--- src/rtl/analog_lim_mon.sv ---
// analog_lim_mon: per-channel A2D limit monitor with persistence filtering, exit hysteresis, sticky flags and irq
module analog_lim_mon #(
  parameter int NCH = 4,
  parameter int W = 12,
  parameter int PERSIST = 8,
  parameter logic [W-1:0] HYST = 'h040,
  localparam int CW = (NCH > 1) ? $clog2(NCH) : 1
) (
  input  logic             clk,
  input  logic             rst,
  input  logic             smpl_vld,
  input  logic [CW-1:0]    smpl_ch,
  input  logic [W-1:0]     smpl,
  input  logic [NCH*W-1:0] thr_lo,
  input  logic [NCH*W-1:0] thr_hi,
  input  logic             clr,
  output logic [NCH-1:0]   lo_flag,
  output logic [NCH-1:0]   hi_flag,
  output logic [NCH-1:0]   sticky_lo,
  output logic [NCH-1:0]   sticky_hi,
  output logic             irq
);
  typedef enum logic [2:0] {OK, PEND_LO, LOW, PEND_HI, HIGH} state_t;
  logic [NCH-1:0] lo_d, hi_d, lo_q, hi_q, slo_q, shi_q, enter_lo, enter_hi;
  logic irq_q;
  for (genvar k = 0; k < NCH; k++) begin : g_ch
    state_t state_q, state_d;
    logic [7:0] cnt_q, cnt_d, cnt_inc;
    logic [W-1:0] lo, hi, exit_lo, exit_hi;
    logic [W:0] lo_sum;
    logic sel, below, above, persist_hit;
    assign lo = thr_lo[k*W +: W];
    assign hi = thr_hi[k*W +: W];
    assign sel = smpl_vld && smpl_ch == CW'(k);
    assign below = smpl < lo;
    assign above = smpl > hi;
    // exit points saturate instead of wrapping so the band never inverts
    assign lo_sum = {1'b0, lo} + {1'b0, HYST};
    assign exit_lo = lo_sum[W] ? '1 : lo_sum[W-1:0];
    assign exit_hi = (hi < HYST) ? '0 : hi - HYST;
    assign cnt_inc = cnt_q + 8'd1;
    assign persist_hit = cnt_inc == 8'(PERSIST);
    always_comb begin
      state_d = state_q;
      cnt_d = cnt_q;
      if (sel) begin
        unique case (state_q)
          OK: begin
            state_d = above ? PEND_HI : below ? PEND_LO : OK;
            cnt_d = (above || below) ? 8'd1 : 8'd0;
          end
          PEND_LO: begin
            state_d = above ? PEND_HI : !below ? OK : persist_hit ? LOW : PEND_LO;
            cnt_d = above ? 8'd1 : below ? cnt_inc : 8'd0;
          end
          PEND_HI: begin
            state_d = above ? (persist_hit ? HIGH : PEND_HI) : below ? PEND_LO : OK;
            cnt_d = above ? cnt_inc : below ? 8'd1 : 8'd0;
          end
          LOW: begin
            state_d = above ? PEND_HI : (smpl >= exit_lo) ? OK : LOW;
            cnt_d = above ? 8'd1 : 8'd0;
          end
          HIGH: begin
            state_d = below ? PEND_LO : (smpl <= exit_hi) ? OK : HIGH;
            cnt_d = below ? 8'd1 : 8'd0;
          end
          default: begin
            state_d = OK;
            cnt_d = 8'd0;
          end
        endcase
      end
    end
    always_ff @(posedge clk or posedge rst) begin
      if (rst) begin
        state_q <= OK;
        cnt_q <= '0;
      end else begin
        state_q <= state_d;
        cnt_q <= cnt_d;
      end
    end
    assign lo_d[k] = state_d == LOW;
    assign hi_d[k] = state_d == HIGH;
  end
  assign enter_lo = lo_d & ~lo_q;
  assign enter_hi = hi_d & ~hi_q;
  always_ff @(posedge clk or posedge rst) begin
    if (rst) begin
      lo_q <= '0;
      hi_q <= '0;
      slo_q <= '0;
      shi_q <= '0;
      irq_q <= 1'b0;
    end else begin
      lo_q <= lo_d;
      hi_q <= hi_d;
      slo_q <= (clr ? '0 : slo_q) | enter_lo;
      shi_q <= (clr ? '0 : shi_q) | enter_hi;
      irq_q <= |{enter_lo, enter_hi};
    end
  end
  assign lo_flag = lo_q;
  assign hi_flag = hi_q;
  assign sticky_lo = slo_q;
  assign sticky_hi = shi_q;
  assign irq = irq_q;
endmodule

--- config.mk ---
export PLATFORM = sky130hd
export DESIGN_NAME = analog_lim_mon
export DESIGN_NICKNAME = d
export VERILOG_FILES = /design/src/rtl/analog_lim_mon.sv
export SDC_FILE = /design/constraint.sdc
export NUM_CORES = 1
export LEC_CHECK = 0
export BUFFER_PORTS_ARGS = -buffer_cell sky130_fd_sc_hd__buf_2
export CORE_MARGIN = 2
export CORE_UTILIZATION = 55
export DETAILED_ROUTE_END_ITERATION = 10
export GPL_ROUTABILITY_DRIVEN = 0
export HOLD_SLACK_MARGIN = 0.08
export PLACE_DENSITY_LB_ADDON = 0.3
export RECOVER_POWER = 100
export SYNTH_ARGS = -nofsm -noshare
export SYNTH_HDL_FRONTEND = slang
export SYNTH_SLANG_ARGS = --single-unit
--- constraint.sdc ---
create_clock -name clk -period 7.9 [get_ports clk]
set_input_delay 1.185 -clock clk [delete_from_list [all_inputs] [get_ports clk]]
set_output_delay 1.185 -clock clk [all_outputs]
set_load 0.01 [all_outputs]
==> results.md, run 1 <==
- Outcome: finished, violations left
- Failing checks: capacitance limit, slew limit
- Total GRT Usage: 0.269
- Crit. End Element: flop
- Starting density of the core: 0.556
- Fraction of layout cells with a size suffix above 1: 0.110
- Post-synthesis compound-gate area fraction: 0.206
- Post-Route WL: 22.6 mm
- Yosys warnings: 0
- Die height: 130 µm
- Max Clk Rate: 191 MHz
- Root Driver: clkbuf_16
- Pwr Density: 141 nW/µm²
- Placed cell areas: 9590 µm²
- Grt total ovfl: 0
- Syn-to-layout area delta: 12.4%
- Worst vdd ir: 0.129 mV
- Vias per cell: 5.84
- Required time worst endpoint: 8.09 ns
- Leak Pwr: 5.07 nW
- First-pass GRT wire length: 36.8 mm
- Reg clk slew, reported paths: 0.05 ns
- CTS tree: yes
- Mapped Cells: 1,124
- Post-synth top flop: dfrtp_1
- First DRT Iteration DRCs: 622
- Die Wd: 130 µm
- CTS Buffer Depth: 2
- Final Skew: 0.00677 ns
- Vias in the first global route: 7,793
- Fin area: 9810 µm²
- Final setup TNS: 0 ns
- Avg Inst Size Synth: 7.77 µm²
- Post-synthesis mux area share: 0.0143
- Largest family of logic cells by synthesized area: adder cells
- Post-synthesis sequential area ratio: 0.175
- CP Class: in2reg
- Cell with the most instances after synthesis: ha_1
- Total power draw: 1.39 mW
- Synth Area in XOR/XNOR: 0.0201
- Worst min-delay path class: reg2reg
- Post-synth top cells: ha_1, inv_1, nand2_1
- Max-slew violation count: 71
- Unrepaired setup endpoints after global routing: false
- Final core occ: 0.624
- DRC: 0
- Flops & latches, synth: 61
- Area contributors post-synth: ha_1, dfrtp_1, inv_1
- Cts bufs inserted: 9
- Routed Antenna Nets: 0
- Wire length per cell: 15.4 µm
- # Max-Cap Violations: 3
- Pin slew with the least headroom to its limit: 3.19 ns
- Final Setup Violations: 0
- Ys async rst share: 1.00
- Core area: 15,700 µm²
- Die Area: 16,900 µm²
- Final period util: 0.663
- Top Ports: 131
- Synth Area in Adders: 0.287
- Largest net degree at the start of global routing: 62
- Via Count: 8,592
- NumNets Final: 1,563
- Biggest area consumer among synthesized cells: ha_1
- Top cell type's share of synthesized area: 0.287
- Number of flops mapped to enable cells by yosys: 0
- Worst EP arrival: 5.42 ns
- Antenna violations before repair: 0
- H-tree levels: 3
- Cell row count: 46
- Relative slew margins: -1.13
- Post-DP HPWL: 17.7 mm
- Fin Hold WS: 0.498 ns
- Synth cell types: 70
- Post-Syn Nets: 1,438
- Startpoint Class: input pin
- Worst-skew pair later-pin latency: 0.32 ns
- Post-CTS Setup Inserts: 0
- CP max FO: 16
- Mapped cell area: 8730 µm²
- # hold bufs at CTS: 0
- Post-Synth Simple-Gate Area: 0.242
- Cts repair resizes: 0
- IO buf count: 130
- Ant diodes: 0
- Drt pass-1 iters: 5
- Hold Vio Cnt, Final: 0
- Num Clock Sinks: 61
- Tmin final: 5.23 ns
-- routing by layer --
layer  part of all wire  GRT usage  vias up
met2               0.45      0.431      225
li1                   -          -     4382
met4              0.020     0.0829        0
met1               0.48      0.384     3946
met5                  0          0        -
met3              0.047     0.0283       39
-- path summary, 6_finish.rpt --
kind                                   from               end  slack (ns)  cells past startpoint
max                                smpl[11]               irq        2.67                      9
min                        g_ch[0].cnt_q[7]  g_ch[0].cnt_q[7]        0.50                      1
max reg2reg                g_ch[2].cnt_q[0]               irq        4.70                      9
min reg2reg                g_ch[0].cnt_q[7]  g_ch[0].cnt_q[7]        0.50                      1
max in group asynchronous               rst  g_ch[1].cnt_q[6]        4.02                      3
min in group asynchronous               rst  g_ch[3].cnt_q[7]        2.08                      3
-- metrics by stage --
stage	cells	setup WS [ns]
CTS	1470	3.60
global route	1470	2.45
global placement	1454	3.44
floorplan	1124	3.69
detailed placement	1454	3.26
finish	1470	2.67
-- placed cells by master (no fill, tap or decap), types with 13 or more instances in the layout --
cell type / instances
a211oi_1: 17
a21o_1: 24
a21oi_1: 75
buf_2: 111
clkbuf_1: 21
dfrtp_1: 61
ha_1: 200
inv_1: 112
nand2_1: 107
nand2b_1: 21
nand3_1: 51
nand4_1: 34
nor2_1: 94
nor2b_1: 16
nor3_1: 33
o21ai_0: 62
o21ai_1: 13
-- kinds of logic after synthesis --
family          count (synthesis)
mux                            12
fa+ha+maj                     200
compound gates                274
flops                          61
simple gates                  427
xor+xnor                       20
buf+inv                       130
-- registers in the layout (all words and copies together), names as in the netlist --
name          cells
irq               1
hi_flag           4
g_ch.state_q     12
g_ch.cnt_q       32
lo_flag           4
sticky_lo         4
sticky_hi         4
-- cell type report --
cell class,count,area (µm²)
Fill cell,1434,5900
Tap cell,216,270
Multi-Input combinational cell,933,6670
Timing Repair Buffer,131,631
Sequential cell,61,1530
Clock buffer,13,270
Inverter,113,424
Clock inverter,3,18.8
-- worst max-delay path: stages --
cell	delay, ns
clkbuf_1	0.93
ha_1	0.40
nand4_1	0.13
a21oi_1	0.06
o41ai_1	1.27
o311ai_0	0.58
nand3b_1	0.23
a21oi_1	0.12
or4_1	0.51
-- where the power goes --
group	internal, mW	total, mW	switching (mW)
Clock	0.237	0.371	0.133
Combinational	0.243	0.574	0.332
Sequential	0.365	0.442	0.0766
Total	0.845	1.39	0.542
(Power assumes the default switching activity.)
==> inputs of run 2 (changes only) <==
- CORE_UTILIZATION: 55 -> 54
- clock period: 7.9 -> 4.7 ns (I/O delays scaled with it)
==> run 2 against run 1 <==
Against the previous run: the run still ends with capacitance limit, slew limit left; setup slack got worse by 2.1 ns; via count barely moved; sequential power grew 69%; final area up 1.1%; global-route usage shrank 0.55 points; largest cell class unchanged; largest power group unchanged.
==> results.md, run 2 (synthesis results as in run 1) <==
- Reg power frac: 0.315 (-0.004)
- Worst setup path endpoint: irq
- RR Startpoint: g_ch[3].cnt_q[0]
- Biggest regs: g_ch.cnt_q: 32 flops, g_ch.state_q: 12 flops
- Core area: 15,800 µm² (+0.73%)
- Reg2reg setup slack: 1.61 ns (-3.09 ns)
- CP Class: in2reg
- IO buf count: 130 (unchanged)
- Relative slew margins: -1.13 (-0.00572)
- Crit path launch: smpl[5]
- Grt total ovfl: 0 (unchanged)
- Worst EP arrival: 4.35 ns (-1.07 ns)
- Reg clk slew, reported paths: 0.05 ns (about the same)
- Final setup TNS: 0 ns (unchanged)
- Worst min-delay path class: reg2reg
- Fraction of layout cells with a size suffix above 1: 0.116 (+0.00634)
- Tmin final: 4.15 ns
- Outcome: finished, violations left
- CTS tree: yes
- Commonest non-fill, non-tap cell in the layout: ha_1
- CTS Buffer Depth: 2 (unchanged)
- Cts repair resizes: 0 (unchanged)
- Clock share of power: 0.277 (+0.010)
- Cell row count: 46 (unchanged)
- Leak Pwr: 5.12 nW (+1.0%)
- Root Driver: clkbuf_16
- Cell count of the worst reg-to-reg path: 9 (unchanged)
- Unrepaired setup endpoints after global routing: false
- CP max FO: 16 (unchanged)
- Cts bufs inserted: 9 (unchanged)
- NumNets Final: 1,573 (+0.64%)
- Vias per cell: 5.80 (-0.85%)
- Area of the multi-input gates: 6680 µm² (+0.19%)
- Hold Vio Cnt, Final: 0 (unchanged)
- Final core occ: 0.626 (+0.00210)
- Post-CTS Setup Inserts: 0 (unchanged)
- Routed Antenna Nets: 0 (unchanged)
- Antenna violations before repair: 2 (+2)
- Total GRT Usage: 0.264 (-0.00551)
- Num Clock Sinks: 61 (unchanged)
- Max Clk Rate: 241 MHz
- Commonest non-fill, non-tap cells in the layout: ha_1, inv_1, buf_2, nand2_1, nor2_1
- Die Area: 17,200 µm² (+1.8%)
- Reg2reg end: irq
- Die Wd: 131 µm (+0.89%)
- Pint: 1.46 mW (+73%)
- Vias in the first global route: 8,091 (+3.8%)
- Startpoint Class: input pin
- Worst-skew pair later-pin latency: 0.33 ns (about the same)
- Max-slew violation count: 69 (-2.8%)
- H-tree levels: 3 (unchanged)
- Final Setup Violations: 0 (unchanged)
- Post-Route WL: 22.7 mm (+0.36%)
- Crit. End Element: flop
- Required time worst endpoint: 4.90 ns (-3.19 ns)
- Final period util: 0.884
- Syn-to-layout area delta: 13.6%
- Max FFs per register: 32 (unchanged)
- Via Count: 8,594 (+0.023%)
- Pwr Density: 239 nW/µm² (+69%)
- Gate power share: 0.408 (-0.006)
- # hold bufs at CTS: 0 (unchanged)
- Die height: 131 µm (+0.89%)
- Top Ports: 131 (unchanged)
- Wire length per cell: 15.3 µm (-0.52%)
- Failing checks: capacitance limit, slew limit
- Worst vdd ir: 0.287 mV (+120%)
- FF+latch area: 1530 µm² (unchanged)
- # fillers: 1,397 (-2.6%)
- Largest Register: g_ch.cnt_q
- Starting density of the core: 0.552 (-0.00404)
- # Max-Cap Violations: 2 (-1)
- Final Skew: 0.00454 ns (-0.00223 ns)
- First DRT Iteration DRCs: 641 (+3.1%)
- Sw power: 0.913 mW (+69%)
- Post-DP HPWL: 18.1 mm (+1.9%)
- DRC: 0 (unchanged)
- Drt pass-1 iters: 5 (unchanged)
- First-pass GRT wire length: 38.2 mm (+3.6%)
- Pin slew with the least headroom to its limit: 3.20 ns (+0.00858 ns)
- Largest net degree at the start of global routing: 62 (unchanged)
- Sw Ratio: 0.385 (-0.00612)
## run 2: cell types whose count changed in the layout (fill, tap and decap cells not counted), moves of 2 or more
cell,delta
diode_2,+4
o21ai_1,+2
o21ai_0,-2
buf_4,+9
## run 2: area by class of cell
| type | count | share of cell area |
|---|---|---|
| flip-flops and latches | 61 | 0.154 |
| multi-input cells | 933 | 0.674 |
| clock inverters | 4 | 0.00480 |
| inverters | 113 | 0.0428 |
| clock buffers | 11 | 0.0255 |
| diodes | 4 | 0.00101 |
| well taps | 216 | 0.0273 |
| repair buffers | 141 | 0.0708 |
## run 2: worst min-delay path by stage
stage                     slack [ns]          endpoint             start  cells after the start
after floorplan                 0.45  g_ch[2].cnt_q[7]  g_ch[2].cnt_q[7]                      1
after global placement          0.47      sticky_lo[0]      sticky_lo[0]                      1
after detailed placement        0.47  g_ch[2].cnt_q[7]  g_ch[2].cnt_q[7]                      1
after CTS                       0.48  g_ch[2].cnt_q[7]  g_ch[2].cnt_q[7]                      1
after global routing            0.51      sticky_hi[0]      sticky_hi[0]                      1
final                           0.48  g_ch[2].cnt_q[7]  g_ch[2].cnt_q[7]                      1
## run 2: critical path, stage by stage
cell and delay [ns]:
buf_2 0.35, ha_1 0.32, a21o_1 0.16, nand3_1 0.07, a21oi_1 0.06, o41ai_1 1.36
o41a_1 0.33, and3_1 0.25, or3_1 0.13, a21oi_1 0.09, or4_1 0.52
## run 2: stage by stage
| step | hold slack (ns) | instances | cell area (µm²) | setup WS [ns] | power, mW |
|---|---|---|---|---|---|
| 2_1_floorplan | 0.446 | 1124 | 8730 | 0.967 | 1.40 |
| 3_3_place_gp | 0.470 | 1464 | 9670 | 0.725 | 1.69 |
| 3_5_place_dp | 0.471 | 1464 | 9670 | 0.622 | 1.72 |
| 4_1_cts | 0.483 | 1479 | 9970 | 0.989 | 2.40 |
| 5_1_grt | 0.512 | 1480 | 9910 | 0.365 | 2.57 |
| 6_report | 0.483 | 1483 | 9910 | 0.547 | 2.37 |
## run 2: power groups by stage
stage	clock network, mW	registers, mW	logic, mW
after CTS	0.673	0.742	0.986
final	0.658	0.747	0.969
after global placement	0	0.744	0.948
after global routing	0.692	0.762	1.11
after floorplan	0	0.700	0.701
after detailed placement	0	0.745	0.977
## run 2: routing by layer
metal	global-route usage	wire (µm)	share of wire	vias up
met5	0	0	0	-
met4	0.0785	412	0.018	0
met3	0.0328	1330	0.058	29
met2	0.440	10300	0.45	235
met1	0.358	10700	0.47	3933
li1	-	-	-	4397
==> inputs of run 3 (changes only) <==
--- a/config.mk
+++ b/config.mk
@@ -14,3 +14,3 @@
 export PLACE_DENSITY_LB_ADDON = 0.3
-export RECOVER_POWER = 100
+export RECOVER_POWER = 25
 export SYNTH_ARGS = -nofsm -noshare
--- a/constraint.sdc
+++ b/constraint.sdc
@@ -3,2 +3,2 @@
 set_output_delay 0.705 -clock clk [all_outputs]
-set_load 0.01 [all_outputs]
+set_load 0.02 [all_outputs]
==> run 3 against run 2 <==
Against the previous run: the flow still finishes with violations (capacitance limit, slew limit); power increased by 1.8%; non-clock buffer count unchanged; die area unchanged; maximum frequency increased by 12%; sequential power about the same; first-iteration DRC count decreased by 3.4%; setup slack improved by 0.43 ns; global-route usage unchanged; final area increased by 0.62%; via count decreased by 0.14%; critical endpoint unchanged; largest power group unchanged.
==> results.md, run 3 (synthesis results as in run 1) <==
- Outcome: finished, violations left
- Failing checks: capacitance limit, slew limit
- Top Ports: 131 (unchanged)
- Syn-to-layout area delta: 14.3%
- Cell count of the worst reg-to-reg path: 9 (unchanged)
- Final Setup Violations: 0 (unchanged)
- Grt total ovfl: 0 (unchanged)
- Reg2reg setup slack: 1.68 ns (+0.07 ns)
- Post-CTS Setup Inserts: 0 (unchanged)
- First DRT Iteration DRCs: 619 (-3.4%)
- Drt pass-1 iters: 5 (unchanged)
- Worst-skew pair later-pin latency: 0.33 ns (about the same)
- Pin slew with the least headroom to its limit: 3.20 ns (+0.00354 ns)
- Gate power share: 0.419 (+0.011)
- Vias in the first global route: 8,091 (unchanged)
- Largest net degree at the start of global routing: 62 (unchanged)
- Relative slew margins: -1.13 (-0.00236)
- RR Startpoint: g_ch[1].cnt_q[0]
- Post-DP HPWL: 18.1 mm (unchanged)
- DRC: 0 (unchanged)
- Cts repair resizes: 0 (unchanged)
- Max FFs per register: 32 (unchanged)
- Final period util: 0.792 (-0.0914)
- CTS Buffer Depth: 2 (unchanged)
- Commonest non-fill, non-tap cell in the layout: ha_1
- Worst min-delay path class: reg2reg
- Wire length per cell: 15.3 µm (+0.27%)
- Crit path launch: thr_lo[18]
- Sw power: 0.943 mW (+3.3%)
- Worst slack at placement: 0.622 ns (unchanged)
- Crit. End Element: flop
- Reg clk slew, reported paths: 0.05 ns (about the same)
- Final worst-path setup slack: 0.977 ns (+0.430 ns)
- Root Driver: clkbuf_16
- Via Count: 8,582 (-0.14%)
- NumNets Final: 1,573 (unchanged)
- # hold bufs at CTS: 0 (unchanged)
- Starting density of the core: 0.552 (unchanged)
- Max-slew violation count: 62 (-10%)
- Total GRT Usage: 0.264 (unchanged)
- Startpoint Class: input pin
- Post-Route WL: 22.8 mm (+0.27%)
- Routed Antenna Nets: 0 (unchanged)
- First-pass GRT wire length: 38.2 mm (unchanged)
- Die Area: 17,200 µm² (unchanged)
- Area of the multi-input gates: 6720 µm² (+0.51%)
- Final Skew: 0.00438 ns (-0.000158 ns)
- # Max-Cap Violations: 1 (-1)
- CP max FO: 10 (-6)
- Num Clock Sinks: 61 (unchanged)
- Max Clk Rate: 269 MHz (+12%)
- Worst setup path endpoint: irq
- FF+latch area: 1530 µm² (unchanged)
- Die height: 131 µm (unchanged)
- Tmin final: 3.72 ns (-0.430 ns)
- Clock share of power: 0.273 (-0.004)
- Sw Ratio: 0.390 (+0.00543)
- Pint: 1.48 mW (+0.94%)
- Biggest regs: g_ch.cnt_q: 32 flops, g_ch.state_q: 12 flops
- Worst vdd ir: 0.287 mV (about the same)
- Worst EP arrival: 3.92 ns (-0.43 ns)
- Die Wd: 131 µm (unchanged)
- Leak Pwr: 5.21 nW (+1.6%)
- CTS tree: yes
- Core area: 15,800 µm² (unchanged)
- Fraction of layout cells with a size suffix above 1: 0.135 (+0.0190)
- CP Class: in2reg
- Unrepaired setup endpoints after global routing: false
- Antenna violations before repair: 2 (unchanged)
- Reg2reg end: irq
- # fillers: 1,394 (-0.21%)
- H-tree levels: 3 (unchanged)
- Hold Vio Cnt, Final: 0 (unchanged)
- Reg power frac: 0.308 (-0.007)
- Final setup TNS: 0 ns (unchanged)
- Required time worst endpoint: 4.90 ns (about the same)
- Commonest non-fill, non-tap cells in the layout: ha_1, buf_2, inv_1, nand2_1, nor2_1
- IO buf count: 130 (unchanged)
- Cell row count: 46 (unchanged)
- Largest Register: g_ch.cnt_q
- Pwr Density: 242 nW/µm² (+1.2%)
- Vias per cell: 5.79 (-0.14%)
- Cts bufs inserted: 9 (unchanged)
- Final core occ: 0.630 (+0.00387)
run 3: critical path, stage by stage:
cell and delay (ns):
buf_2 0.10, ha_1 0.23, nand3_1 0.09, nor2_1 0.46, nor2_1 0.10, ha_1 0.29
o21ai_0 0.08, o21bai_1 0.13, a21oi_1 0.09, o311a_1 0.28, a211o_1 0.27, a31oi_1 0.31
or3_1 0.19, a21oi_1 0.08, or4_1 0.52
run 3: metal layers:
| layer | share of wire | track usage | up-vias |
|---|---|---|---|
| met2 | 0.45 | 0.440 | 220 |
| met3 | 0.053 | 0.0328 | 31 |
| li1 | - | - | 4394 |
| met1 | 0.48 | 0.358 | 3937 |
| met4 | 0.019 | 0.0785 | 0 |
| met5 | 0 | 0 | - |
run 3: stage by stage:
step	cell area [µm²]	total power, mW	cells	hold WS, ns
after global routing	9970	2.61	1480	0.508
after CTS	9970	2.43	1479	0.483
after floorplan	8730	1.43	1124	0.446
after detailed placement	9670	1.75	1464	0.471
after global placement	9670	1.72	1464	0.470
final	9980	2.42	1483	0.483
run 3: how the worst min path moves through the flow:
stage,endpoint,slack [ns],from,cells after the start
after floorplan,g_ch[2].cnt_q[7],0.45,g_ch[2].cnt_q[7],1
after global placement,sticky_lo[0],0.47,sticky_lo[0],1
after detailed placement,g_ch[2].cnt_q[7],0.47,g_ch[2].cnt_q[7],1
after CTS,g_ch[2].cnt_q[7],0.48,g_ch[2].cnt_q[7],1
after global routing,sticky_hi[0],0.51,sticky_hi[0],1
final,g_ch[2].cnt_q[7],0.48,g_ch[2].cnt_q[7],1
run 3: final cells by class:
| type | instances | area share |
|---|---|---|
| multi-input cells | 933 | 0.673 |
| flip-flops and latches | 61 | 0.153 |
| repair buffers | 141 | 0.0731 |
| inverters | 113 | 0.0425 |
| well taps | 216 | 0.0271 |
| clock buffers | 11 | 0.0253 |
| clock inverters | 4 | 0.00477 |
| diodes | 4 | 0.00100 |
run 3: power groups by stage:
stage	logic [mW]	registers [mW]	clock network (mW)
after floorplan	0.701	0.727	0
after global placement	0.975	0.744	0
after detailed placement	1.00	0.745	0
after CTS	1.01	0.742	0.673
after global routing	1.16	0.761	0.692
final	1.01	0.745	0.659
